[config.mk]
export PLATFORM = sky130hd
export DESIGN_NAME = rtype_multicycle_ctrl
export DESIGN_NICKNAME = d
export VERILOG_FILES = /design/src/rtl/cpu_ctrl_pkg.sv /design/src/rtl/rtype_funct_decoder.sv /design/src/rtl/rtype_multicycle_ctrl.sv
export SDC_FILE = /design/constraint.sdc
export NUM_CORES = 1
export LEC_CHECK = 0
export ABC_AREA = 1
export CAP_MARGIN = 20
export CORE_MARGIN = 8
export CORE_UTILIZATION = 48
export CTS_BUF_LIST = sky130_fd_sc_hd__clkbuf_4
export CTS_CLUSTER_DIAMETER = 40
export DETAILED_ROUTE_END_ITERATION = 16
export HOLD_SLACK_MARGIN = 0.03
export PLACE_DENSITY = 0.83
export REMOVE_ABC_BUFFERS = 1
export SLEW_MARGIN = 20
export SYNTH_ARGS = -nofsm -noshare
export SYNTH_HDL_FRONTEND = slang
export SYNTH_SLANG_ARGS = --single-unit
export TNS_END_PERCENT = 30
[constraint.sdc]
create_clock -name clka -period 2.02 [get_ports clka]
set_input_delay 0.606 -clock clka [delete_from_list [all_inputs] [get_ports clka]]
set_output_delay 0.606 -clock clka [all_outputs]
set_load 0.01 [all_outputs]
[src/rtl/cpu_ctrl_pkg.sv]
// Shared encodings for the R-type CPU controllers: FSM states, ALU op codes,
// R-type funct values and the R-type opcode.
package cpu_ctrl_pkg;

    typedef enum logic [2:0] {
        S_IDLE = 3'd0,
        S_IF   = 3'd1,
        S_ID   = 3'd2,
        S_EX   = 3'd3,
        S_WB   = 3'd4,
        S_HALT = 3'd5
    } state_t;

    localparam logic [2:0] ALU_AND  = 3'b000;
    localparam logic [2:0] ALU_OR   = 3'b001;
    localparam logic [2:0] ALU_XOR  = 3'b010;
    localparam logic [2:0] ALU_NOR  = 3'b011;
    localparam logic [2:0] ALU_ADD  = 3'b100;
    localparam logic [2:0] ALU_SUB  = 3'b101;
    localparam logic [2:0] ALU_SLTU = 3'b110;
    localparam logic [2:0] ALU_SLL  = 3'b111;

    localparam logic [5:0] FN_ADD  = 6'b100000;
    localparam logic [5:0] FN_SUB  = 6'b100010;
    localparam logic [5:0] FN_AND  = 6'b100100;
    localparam logic [5:0] FN_OR   = 6'b100101;
    localparam logic [5:0] FN_XOR  = 6'b100110;
    localparam logic [5:0] FN_NOR  = 6'b100111;
    localparam logic [5:0] FN_SLTU = 6'b101011;
    localparam logic [5:0] FN_SLLV = 6'b000100;
    localparam logic [5:0] FN_JR   = 6'b001000;
    localparam logic [5:0] FN_SLL  = 6'b000000;

    localparam logic [5:0] OPC_RTYPE = 6'b000000;

endpackage

[src/rtl/rtype_funct_decoder.sv]
// Combinational R-type decoder: maps opcode/funct to ALU op, overflow-flag
// enable and shamt operand select; flags anything outside the table as illegal.
module rtype_funct_decoder
    import cpu_ctrl_pkg::*;
(
    input  logic [5:0] opcode,
    input  logic [5:0] funct,
    output logic [2:0] alu_op,
    output logic       of_en,
    output logic       rs_shamt,
    output logic       legal
);

    always_comb begin
        alu_op   = ALU_AND;
        of_en    = 1'b0;
        rs_shamt = 1'b0;
        legal    = 1'b0;
        if (opcode == OPC_RTYPE) begin
            legal = 1'b1;
            case (funct)
                FN_ADD:  begin alu_op = ALU_ADD;  of_en = 1'b1; end
                FN_SUB:  begin alu_op = ALU_SUB;  of_en = 1'b1; end
                FN_AND:  alu_op = ALU_AND;
                FN_OR:   alu_op = ALU_OR;
                FN_XOR:  alu_op = ALU_XOR;
                FN_NOR:  alu_op = ALU_NOR;
                FN_SLTU: alu_op = ALU_SLTU;
                FN_SLLV: begin alu_op = ALU_SLL;  of_en = 1'b1; end
                FN_JR:   begin alu_op = ALU_ADD;  of_en = 1'b1; end
                FN_SLL:  begin alu_op = ALU_SLL;  of_en = 1'b1; rs_shamt = 1'b1; end
                default: legal = 1'b0;
            endcase
        end
    end

endmodule

[src/rtl/rtype_multicycle_ctrl.sv]
// Multi-cycle IF/ID/EX/WB sequencer for the R-type datapath with free-run,
// single-step and halt-on-illegal behaviour.
module rtype_multicycle_ctrl
    import cpu_ctrl_pkg::*;
#(
    parameter int unsigned IF_CYCLES = 2,
    parameter int unsigned CNT_W     = 16
) (
    input  logic             clka,
    input  logic             rst,
    input  logic             run,
    input  logic             step,
    input  logic [31:0]      inst,
    output logic             pc_write,
    output logic             ir_write,
    output logic             ab_write,
    output logic             alu_write,
    output logic             write_reg,
    output logic             set_zf,
    output logic             set_of,
    output logic [2:0]       alu_op,
    output logic             rs_shamt,
    output logic             illegal,
    output logic             busy,
    output logic [2:0]       state,
    output logic [CNT_W-1:0] instr_count
);

    localparam logic [2:0] IF_LAST = 3'(IF_CYCLES - 1);

    state_t     state_q, state_d;
    logic [2:0] if_cnt;
    logic       step_q;
    logic [5:0] opcode_q, funct_q;
    logic [2:0] alu_op_q;
    logic       rs_shamt_q, of_en_q;

    logic [2:0] dec_alu_op;
    logic       dec_of_en, dec_rs_shamt, dec_legal;
    logic       if_last, step_edge;
    logic       unused_inst;

    assign unused_inst = ^inst[25:6];

    rtype_funct_decoder u_dec (
        .opcode   (opcode_q),
        .funct    (funct_q),
        .alu_op   (dec_alu_op),
        .of_en    (dec_of_en),
        .rs_shamt (dec_rs_shamt),
        .legal    (dec_legal)
    );

    assign if_last   = (state_q == S_IF) && (if_cnt == IF_LAST);
    assign step_edge = step && !step_q;

    always_comb begin
        state_d = state_q;
        case (state_q)
            S_IDLE:  if (run || step_edge) state_d = S_IF;
            S_IF:    if (if_last) state_d = S_ID;
            S_ID:    state_d = dec_legal ? S_EX : S_HALT;
            S_EX:    state_d = S_WB;
            S_WB:    state_d = run ? S_IF : S_IDLE;
            S_HALT:  state_d = S_HALT;
            default: state_d = S_IDLE;
        endcase
    end

    // Decode is visible combinationally in ID, then held from the registers through WB.
    always_comb begin
        pc_write  = if_last;
        ir_write  = if_last;
        ab_write  = (state_q == S_ID) && dec_legal;
        alu_write = (state_q == S_EX);
        set_zf    = (state_q == S_EX);
        set_of    = (state_q == S_EX) && of_en_q;
        write_reg = (state_q == S_WB);
        busy      = (state_q == S_IF) || (state_q == S_ID) ||
                    (state_q == S_EX) || (state_q == S_WB);
        alu_op    = (state_q == S_ID) ? dec_alu_op   : alu_op_q;
        rs_shamt  = (state_q == S_ID) ? dec_rs_shamt : rs_shamt_q;
        state     = state_q;
    end

    always_ff @(posedge clka) begin
        if (rst) begin
            state_q     <= S_IDLE;
            if_cnt      <= '0;
            step_q      <= 1'b0;
            opcode_q    <= '0;
            funct_q     <= '0;
            alu_op_q    <= ALU_AND;
            rs_shamt_q  <= 1'b0;
            of_en_q     <= 1'b0;
            illegal     <= 1'b0;
            instr_count <= '0;
        end else begin
            state_q <= state_d;
            step_q  <= step;
            if_cnt  <= ((state_q == S_IF) && !if_last) ? if_cnt + 3'd1 : '0;
            if (if_last) begin
                opcode_q <= inst[31:26];
                funct_q  <= inst[5:0];
            end
            if (state_q == S_ID) begin
                if (dec_legal) begin
                    alu_op_q   <= dec_alu_op;
                    rs_shamt_q <= dec_rs_shamt;
                    of_en_q    <= dec_of_en;
                end else begin
                    illegal <= 1'b1;
                end
            end
            if (state_q == S_WB)
                instr_count <= instr_count + CNT_W'(1);
        end
    end

endmodule

==> impl_metrics.ini, run 1 <==
[drt]
route.final.wire_length_um = 5690
wire_per_inst_um = 12.9
remaining_drc_errors = 0
antenna_violation_net_count_after_detailed_routing = 0
num_vias = 2243
detail_route.iter0.violations = 124
drt_pass1_iterations = 4
post_drt_via_cell_ratio = 5.09

[worst_setup_path]
crit_type = flip-flop to output pin
cp_cell_sequence = nor2_2 -> nand3_2 -> nor3_4 -> buf_6 -> o21ai_1 -> o21ai_1 -> buf_2
start_kind = flip-flop
worst-path-max-fanout = 3
cp.required_ns = 1.41
crit_path_end_kind = output pin
cp_slowest_stage_delay_ns = 0.34
path_common_cell = sky130_fd_sc_hd__o21ai_1
cp.arrival_ns = 1.57
ff2ff_path_depth = 12
timing.critical_path.slowest_stage_cell = sky130_fd_sc_hd__dfxtp_2

[die]
io_pins = 68
core_box_area_sq_mm = 0.00429
cell_rows = 24
die-height_um = 82.2
initial_core_util = 0.490
die_x_um = 82.2
design.die.area_sq_mm = 0.00675

[power_and_ir_drop]
power_frac_seq = 0.345
total_leakage_power_nw = 1.27
power_density_mw_per_mm2 = 940
portion_of_total_power_attributed_to_the_clock_network = 0.188
p_sw_frac = 0.369
combinationalPowerShare = 0.467
cell_internal_pwr_w = 0.00180
ir_drop_v = 0.000384
netsw_w = 0.00105

[global_route]
grt_usage = 0.172
first_global_vias = 2215
first_pass_grt_wire_length_um = 9220
antenna_found_initial = 0
grt_max_degree = 21
fraction_of_met2_tracks_used_by_global_routing = 0.318
busiest_layer = met2
groute.layer.met3.usage = 0.0411
globalRouteOverflowTotal = 0
globalRouteMet1Util = 0.180

[cells_and_area]
final.fill_count = 346
nets_final = 427
flow.area_growth_from_synthesis_pct = 44.6
post_route_cells_drive_above_1_share = 0.298
fin_cells = 441
finish.utilization = 0.708
antenna-diode-count = 0
final_cell_area_sq_mm = 0.00304

[timing]
clock-skew-final_ns = 0.00520
max_slew.worst_pin.slew_ns = 0.304
final.setup.tns_ns = -0.663
relSlewSlack = 0.795
finalWorstPathRequiredPeriod_ns = 2.18
final.period_utilization = 1.08
finalHoldViolCount = 0
clock.fmax_mhz = 459
final-max-slew-violation-count = 0
grt_setup_unrepaired = true
setup_viol = 6
worst_slack_ns = -0.158

[synthesis]
post-synth-top-area-fraction = 0.390
synth_area_sq_mm = 0.00210
postSynthRegisterBits = 41
yosys_warnings = 0
synth_top_cell_by_area = sky130_fd_sc_hd__dfxtp_1
yosys.cell_types.count = 30
synthTopCellsByArea = sky130_fd_sc_hd__dfxtp_1 39%, sky130_fd_sc_hd__inv_1 8.2%, sky130_fd_sc_hd__nand2_1 8.0%
post_synth.cell_area_avg_sq_um = 6.91
syn_inst = 304
async_reset_ff_frac = 0
ys_dominant_reg_cell = sky130_fd_sc_hd__dfxtp_1
post_synth_most_frequent_cells = 46 x sky130_fd_sc_hd__inv_1, 45 x sky130_fd_sc_hd__nand2_1, 43 x sky130_fd_sc_hd__nor2_1, 41 x sky130_fd_sc_hd__dfxtp_1, 31 x sky130_fd_sc_hd__o21ai_0
synth-seq-area-share = 0.390
synth-edff-count = 0
synth_most_common_cell = sky130_fd_sc_hd__inv_1

[outcome]
outcome = finished with violations
violated_checks = negative setup slack

[placed_design]
hpwl_um = 4160
dp.cells = 428
buffer_ports.inserted = 47
gp_weighted_congestion = 0.871
placement.setup.worst_slack_ns = -0.364
placedInstanceArea_sq_mm = 0.00285

[job]
max_cap_violations = 0

[clock_network]
clkSinkCount = 41
path_clk_slew_ns = 0.12
tritoncts = built
worst_skew_pair.late_latency_ns = 0.35
clockBufferDepth = 2
htreeDepth = 2
cts_buffers = 5
clock_tree.root_cell = sky130_fd_sc_hd__clkbuf_4
cts.hold.buffers_added = 0

[worst_hold_path]
min-delay-path-class = flip-flop to flip-flop
worst_hold_path.num_cells = 1
[worst paths after layout]
path,end,slack [ns],from
hold reg to reg,if_cnt[0],0.43,if_cnt[0]
setup reg to reg,instr_count[15],0.29,state[0]
setup / recovery,alu_op[2],-0.16,opcode_q[5]
hold / removal,if_cnt[0],0.43,if_cnt[0]
[power groups by stage]
stage,registers [W],logic (W),clock network (W)
2_1_floorplan,0.000997,0.000577,0
3_3_place_gp,0.000977,0.00113,0
3_5_place_dp,0.000982,0.00117,0
4_1_cts,0.000978,0.00126,0.000547
5_1_grt,0.000998,0.00146,0.000574
6_report,0.000985,0.00134,0.000536
[registers in the layout, indices dropped and copies added (netlist names), 3 cells and up]
name         flops
if_cnt           3
funct_q          6
alu_op_q         3
state            3
opcode_q         6
instr_count     16
[cell families (layout without fill, tap and decap cells)]
logic type / count (synthesis) / after routing / synth area share
and+or+nand+nor: 138 / 138 / 0.320
AOI/OAI and AO/OA: 61 / 61 / 0.153
buffers and inverters: 59 / 144 / 0.110
DFF: 41 / 41 / 0.390
adders and majority gates: 3 / 3 / 0.0179
xor gates and xnor gates: 2 / 2 / 0.00833
[metal layers]
| metal | part of all wire | vias up |
|---|---|---|
| li1 | - | 1150 |
| met1 | 0.42 | 1032 |
| met2 | 0.52 | 47 |
| met3 | 0.045 | 14 |
| met4 | 0.022 | 0 |
| met5 | 0 | - |
[worst max-delay path: cells and delay by family, from the launching register on]
family	cells	cell delay (ns)
AOI/OAI and AO/OA	2	0.19
buffers and inverters	2	0.29
DFF	1	0.34
and+or+nand+nor	3	0.39
[placed cells by master, fill, tap and decap left out, types with 2 or more instances in the layout]
master and instances:
sky130_fd_sc_hd__a21oi_1 24, sky130_fd_sc_hd__buf_2 6, sky130_fd_sc_hd__buf_4 37, sky130_fd_sc_hd__buf_6 5, sky130_fd_sc_hd__clkbuf_2 3, sky130_fd_sc_hd__clkbuf_4 6, sky130_fd_sc_hd__clkdlybuf4s50_1 33, sky130_fd_sc_hd__dfxtp_1 27
sky130_fd_sc_hd__dfxtp_2 12, sky130_fd_sc_hd__dfxtp_4 2, sky130_fd_sc_hd__dlygate4sd2_1 2, sky130_fd_sc_hd__ha_1 2, sky130_fd_sc_hd__inv_1 42, sky130_fd_sc_hd__inv_2 8, sky130_fd_sc_hd__nand2_1 39, sky130_fd_sc_hd__nand2_2 9
sky130_fd_sc_hd__nand3_1 9, sky130_fd_sc_hd__nand3_2 3, sky130_fd_sc_hd__nand4_1 8, sky130_fd_sc_hd__nor2_1 37, sky130_fd_sc_hd__nor2_2 7, sky130_fd_sc_hd__nor2_4 5, sky130_fd_sc_hd__nor3_1 9, sky130_fd_sc_hd__nor3_2 3
sky130_fd_sc_hd__nor3_4 3, sky130_fd_sc_hd__o2111ai_1 3, sky130_fd_sc_hd__o21ai_0 24, sky130_fd_sc_hd__o21ai_1 5, sky130_fd_sc_hd__o21ai_2 2
[per-stage QoR]
stage | hold WS (ns) | total power (W)
2_1_floorplan | 0.421 | 0.00157
3_3_place_gp | 0.432 | 0.00210
3_5_place_dp | 0.442 | 0.00215
4_1_cts | 0.470 | 0.00279
5_1_grt | 0.455 | 0.00304
6_report | 0.432 | 0.00286
[timing repair]
item                       CTS  global route
hold endpoints to repair     0             0
buffers inserted             3             2
pin swaps                    3             9
resized for setup           71            32
setup endpoints to repair   14            14
[area by class of cell]
type / instances / area, sq um / area share
clock inverter: 2 / 33.8 / 0.0111
tap: 52 / 65.1 / 0.0214
sequential: 41 / 843 / 0.277
inverter: 50 / 188 / 0.0618
timing repair buffer: 86 / 727 / 0.239
clock buffer: 6 / 45.0 / 0.0148
multi-input combinational: 204 / 1140 / 0.374
Power figures use the tool's default switching activity.
==> run 2: changes to the inputs <==
- GPL_ROUTABILITY_DRIVEN: default -> 1
- PLACE_DENSITY: 0.83 -> 0.92
==> run 2 against run 1 <==
Compared with the run above:
- the flow still finishes with violations (negative setup slack)
- flip-flop and latch count unchanged
- first-iteration DRC count up 35%
- sequential share of layout area is 0.94 points lower
- total power increased by 7.0%
- fmax shrank 2.8%
- routed wire length up 17%
- clock-buffer cell count decreased by 1
- hold slack hardly changed
==> impl_metrics.ini, run 2 (synthesis gave the netlist of run 1 again) <==
[worst_hold_path]
min-delay-path-class = flip-flop to flip-flop
worst_hold_path.num_cells = 1
hold_path_end = if_cnt[0]
worstHoldStart = if_cnt[0]

[die]
initial_core_util = 0.490
cell_rows = 24
io_pins = 68
design.die.area_sq_mm = 0.00675
die-height_um = 82.2
core_box_area_sq_mm = 0.00429
die_x_um = 82.2

[worst_setup_path]
crit_path_end_kind = output pin
start_kind = flip-flop
r2r_slack_ns = -0.11
crit_type = flip-flop to output pin
worst-path-max-fanout = 3
cp.required_ns = 1.41
ff2ff_path_depth = 17
regToRegStartpoint = funct_q[3]
cp.arrival_ns = 1.64
worst_r2r_endpoint = alu_op_q[0]

[timing]
final.period_utilization = 1.11
clock.fmax_mhz = 446
whs_ns = 0.432
relSlewSlack = 0.807
final-max-slew-violation-count = 0
worst_slack_ns = -0.221
clock-skew-final_ns = 0.0159
finalHoldViolCount = 0
grt_setup_unrepaired = true
setup_viol = 7
finalWorstPathRequiredPeriod_ns = 2.24
max_slew.worst_pin.slew_ns = 0.288

[placed_design]
gp_weighted_congestion = 0.849
buffer_ports.inserted = 47
hpwl_um = 4180
placement.setup.worst_slack_ns = -0.317
dp.cells = 425

[power_and_ir_drop]
power_density_mw_per_mm2 = 962
ir_drop_v = 0.000474
total_leakage_power_nw = 1.36

[cells_and_area]
fin_cells = 449
layout_top_registers = instr_count: 16 flops, funct_q: 6 flops, opcode_q: 6 flops
mostFrequentLayoutCell = sky130_fd_sc_hd__buf_4
antenna-diode-count = 0
registers.top_by_ff_count = instr_count
final.fill_count = 326
flow.area_growth_from_synthesis_pct = 51.2
final-seq-area_sq_um = 852
post_route_cells_drive_above_1_share = 0.325
mostFrequentLayoutCells = 43 x sky130_fd_sc_hd__buf_4, 39 x sky130_fd_sc_hd__inv_1, 38 x sky130_fd_sc_hd__nand2_1
largest_register_ff_count = 16
nets_final = 435
multi_input_area_sq_mm = 0.00116

[global_route]
grt_usage = 0.196
globalRouteOverflowTotal = 0
antenna_found_initial = 0
first_global_vias = 2411
first_pass_grt_wire_length_um = 10500
grt_max_degree = 20

[job]
max_cap_violations = 0

[clock_network]
clock_tree.root_cell = sky130_fd_sc_hd__clkbuf_4
clkSinkCount = 41
tritoncts = built
htreeDepth = 2
worst_skew_pair.late_latency_ns = 0.35
clockBufferDepth = 2
path_clk_slew_ns = 0.13
cts.hold.buffers_added = 0
cts_buffers = 5

[outcome]
violated_checks = negative setup slack
outcome = finished with violations

[drt]
remaining_drc_errors = 0
detail_route.iter0.violations = 168
antenna_violation_net_count_after_detailed_routing = 0
num_vias = 2387
post_drt_via_cell_ratio = 5.32
wire_per_inst_um = 14.9
drt_pass1_iterations = 4
route.final.wire_length_um = 6680
## run 2: changes by cell type in the layout (fill, tap and decap cells not counted), moves of 2 or more
cell                             delta
sky130_fd_sc_hd__buf_4              +6
sky130_fd_sc_hd__dfxtp_2            -5
sky130_fd_sc_hd__dfxtp_4            +4
sky130_fd_sc_hd__inv_1              -3
sky130_fd_sc_hd__dlymetal6s2s_1     +2
sky130_fd_sc_hd__inv_4              +2
sky130_fd_sc_hd__nand2_4            +2
sky130_fd_sc_hd__nor2_1             -2
sky130_fd_sc_hd__nor3_2             +2
sky130_fd_sc_hd__nor3_4             -2
sky130_fd_sc_hd__o21ai_1            -2
## run 2: where the power goes
| part | switching [W] | internal (W) | leakage, nW | total, W |
|---|---|---|---|---|
| clock network | 0.000274 | 0.000383 | 0.0552 | 0.000657 |
| logic | 0.000758 | 0.000642 | 0.967 | 0.00140 |
| registers | 0.0000858 | 0.000914 | 0.340 | 0.00100 |
## run 2: area by class of cell
class                      count  share of cell area
clock buffer                   5              0.0118
clock inverter                 3              0.0205
inverter                      50              0.0606
multi-input combinational    204               0.365
sequential                    41               0.268
tap                           52              0.0205
timing repair buffer          94               0.253
## run 2: worst max path at each step
stage                          start   endpoint  slack [ns]  depth (start not counted)
after floorplan             state[0]     set_of       -0.03                          4
after CTS                 funct_q[5]  alu_op[2]       -0.19                          7
after global routing      funct_q[5]  alu_op[2]       -0.28                          7
after detailed placement  funct_q[4]  alu_op[2]       -0.32                          8
final                     funct_q[4]  alu_op[1]       -0.22                          7
after global placement    funct_q[4]  alu_op[2]       -0.25                          8
## run 2: routing by layer
metal	GRT usage	up-vias	wire [um]
li1	-	1167	-
met1	0.202	1109	2660
met2	0.371	89	3460
met3	0.0455	22	361
met4	0.0825	0	192
met5	0	-	0
## run 2: worst max-delay path: stages (launching register included)
cell and delay [ns]:
sky130_fd_sc_hd__dfxtp_4 0.39, sky130_fd_sc_hd__inv_1 0.08, sky130_fd_sc_hd__nand3_1 0.16, sky130_fd_sc_hd__a21oi_2 0.21, sky130_fd_sc_hd__buf_4 0.15, sky130_fd_sc_hd__o21ai_4 0.05
sky130_fd_sc_hd__o21ai_1 0.10, sky130_fd_sc_hd__buf_2 0.14
## run 2: metrics by stage
stage,setup TNS [ns],utilization,total power (W),area (sq um)
floorplan,-0.0257,-,0.00157,2060
finish,-1.12,0.740,0.00306,3180
CTS,-1.00,0.730,0.00292,3130
global route,-1.95,0.740,0.00322,3180
detailed placement,-1.22,0.661,0.00214,2840
global placement,-1.01,0.661,0.00210,2840
## run 2: what timing repair did
item,in CTS,in global routing
buffers inserted,14,2
resized for setup,85,26
pin swaps,11,13
endpoints found under the setup margin,15,16
==> run 3: changes to the inputs <==
- clock period: 2.02 -> 2.11 ns (I/O delays scaled with it)
==> run 3 against run 2 <==
Compared with the run above:
- the flow still finishes with violations (negative setup slack)
- hold slack better by 0.034 ns
- first-iteration DRC count fell by 30%
- routed wire length down 14%
- sequential power down 6%
- critical path type unchanged
- highest routed layer unchanged
- utilization is 3.3 points lower
- total power fell by 14%
- flip-flop and latch count unchanged
- setup slack gained 0.020 ns
- die area unchanged
- register-to-register slack better by 0.47 ns
- combinational power decreased by 14%
==> impl_metrics.ini, run 3 (synthesis gave the netlist of run 1 again) <==
[timing]
finalHoldViolCount = 0
relSlewSlack = 0.776
worst_slack_ns = -0.201
clock-skew-final_ns = 0.00817
finalWorstPathRequiredPeriod_ns = 2.31
final-max-slew-violation-count = 0
grt_setup_unrepaired = true
clock.fmax_mhz = 433
setup_viol = 4
max_slew.worst_pin.slew_ns = 0.333
final.period_utilization = 1.10

[worst_setup_path]
worst_r2r_endpoint = instr_count[15]
cp.required_ns = 1.48
crit_path_end_kind = output pin
crit_type = flip-flop to output pin
r2r_slack_ns = 0.36
regToRegStartpoint = state[0]
ff2ff_path_depth = 12
start_kind = flip-flop
worst-path-max-fanout = 6
cp.arrival_ns = 1.68

[placed_design]
buffer_ports.inserted = 47
gp_weighted_congestion = 0.843
placement.setup.worst_slack_ns = -0.218
dp.cells = 426
hpwl_um = 4190

[clock_network]
cts_buffers = 5
clkSinkCount = 41
clock_tree.root_cell = sky130_fd_sc_hd__clkbuf_4
clockBufferDepth = 2
htreeDepth = 2
tritoncts = built
path_clk_slew_ns = 0.12
worst_skew_pair.late_latency_ns = 0.34

[drt]
post_drt_via_cell_ratio = 5.18
wire_per_inst_um = 13.0
route.final.wire_length_um = 5730
drt_pass1_iterations = 4
remaining_drc_errors = 0
detail_route.iter0.violations = 118
antenna_violation_net_count_after_detailed_routing = 0
num_vias = 2278

[worst_hold_path]
hold_path_end = illegal
worstHoldStart = illegal
min-delay-path-class = flip-flop to flip-flop
worst_hold_path.num_cells = 2

[die]
io_pins = 68
cell_rows = 24
die_x_um = 82.2
initial_core_util = 0.490
die-height_um = 82.2
design.die.area_sq_mm = 0.00675
core_box_area_sq_mm = 0.00429

[global_route]
first_pass_grt_wire_length_um = 9040
grt_max_degree = 20
antenna_found_initial = 0
grt_usage = 0.165
globalRouteOverflowTotal = 0
first_global_vias = 2154

[cells_and_area]
largest_register_ff_count = 16
registers.top_by_ff_count = instr_count
mostFrequentLayoutCell = sky130_fd_sc_hd__inv_1
nets_final = 427
mostFrequentLayoutCells = 42 x sky130_fd_sc_hd__inv_1, 39 x sky130_fd_sc_hd__nand2_1, 38 x sky130_fd_sc_hd__nor2_1
finish.utilization = 0.707
antenna-diode-count = 0
fin_cells = 440
flow.area_growth_from_synthesis_pct = 44.5
layout_top_registers = instr_count: 16 flops, funct_q: 6 flops, opcode_q: 6 flops
post_route_cells_drive_above_1_share = 0.281

[outcome]
violated_checks = negative setup slack
outcome = finished with violations

[power_and_ir_drop]
ir_drop_v = 0.000406
power_density_mw_per_mm2 = 868
total_leakage_power_nw = 1.25

[job]
max_cap_violations = 0
run 3: final cells by class:
class	count	area (sq um)
fillers	329	1260
multi-input cells	204	1130
flip-flops and latches	41	837
repair buffers	86	742
inverters	50	188
well taps	52	65.1
clock buffers	5	37.5
clock inverters	2	35.0
run 3: per-stage QoR:
stage	setup TNS [ns]	hold WS [ns]	power, W	area (sq um)
floorplan	0	0.421	0.00151	2060
global placement	-0.594	0.432	0.00201	2830
detailed placement	-0.762	0.451	0.00204	2830
CTS	-0.352	0.471	0.00252	2930
global route	-1.32	0.482	0.00283	3040
finish	-0.467	0.466	0.00264	3040
run 3: what timing repair did:
action | CTS | global route
hold buffers | 0 | 0
pin swaps | 4 | 12
setup endpoints to repair | 12 | 11
hold endpoints to repair | 0 | 0
resized for setup | 53 | 34
gates cloned | 0 | 0
buffers inserted | 0 | 7
run 3: report_power, final:
part	switching (W)	internal (W)
sequential	0.0000716	0.000871
combinational	0.000646	0.000559
clock	0.000246	0.000242
total	0.000964	0.00167
run 3: metal layers:
layer  global-route usage  vias up  wire length (um)
met2                0.305       68              3020
met3               0.0498       12               342
met5                    0        -                 0
li1                     -     1149                 -
met4               0.0561        0                77
met1                0.174     1049              2290
run 3: worst max path at each step:
stage,depth (start not counted),start,slack [ns],end
final,8,funct_q[5],-0.20,alu_op[2]
after global routing,8,funct_q[5],-0.30,alu_op[2]
after CTS,7,funct_q[5],-0.17,alu_op[2]
after detailed placement,8,funct_q[1],-0.22,alu_op[2]
after global placement,8,funct_q[1],-0.18,alu_op[2]
after floorplan,4,state[0],0.04,set_of
run 3: worst max-delay path, stage by stage (launching register included):
cell and delay (ns):
sky130_fd_sc_hd__dfxtp_2 0.38, sky130_fd_sc_hd__inv_2 0.06, sky130_fd_sc_hd__nor2_4 0.22, sky130_fd_sc_hd__buf_6 0.13, sky130_fd_sc_hd__nand3_2 0.07, sky130_fd_sc_hd__nand2_2 0.10, sky130_fd_sc_hd__o21ai_2 0.06, sky130_fd_sc_hd__o21ai_1 0.17
sky130_fd_sc_hd__buf_2 0.16
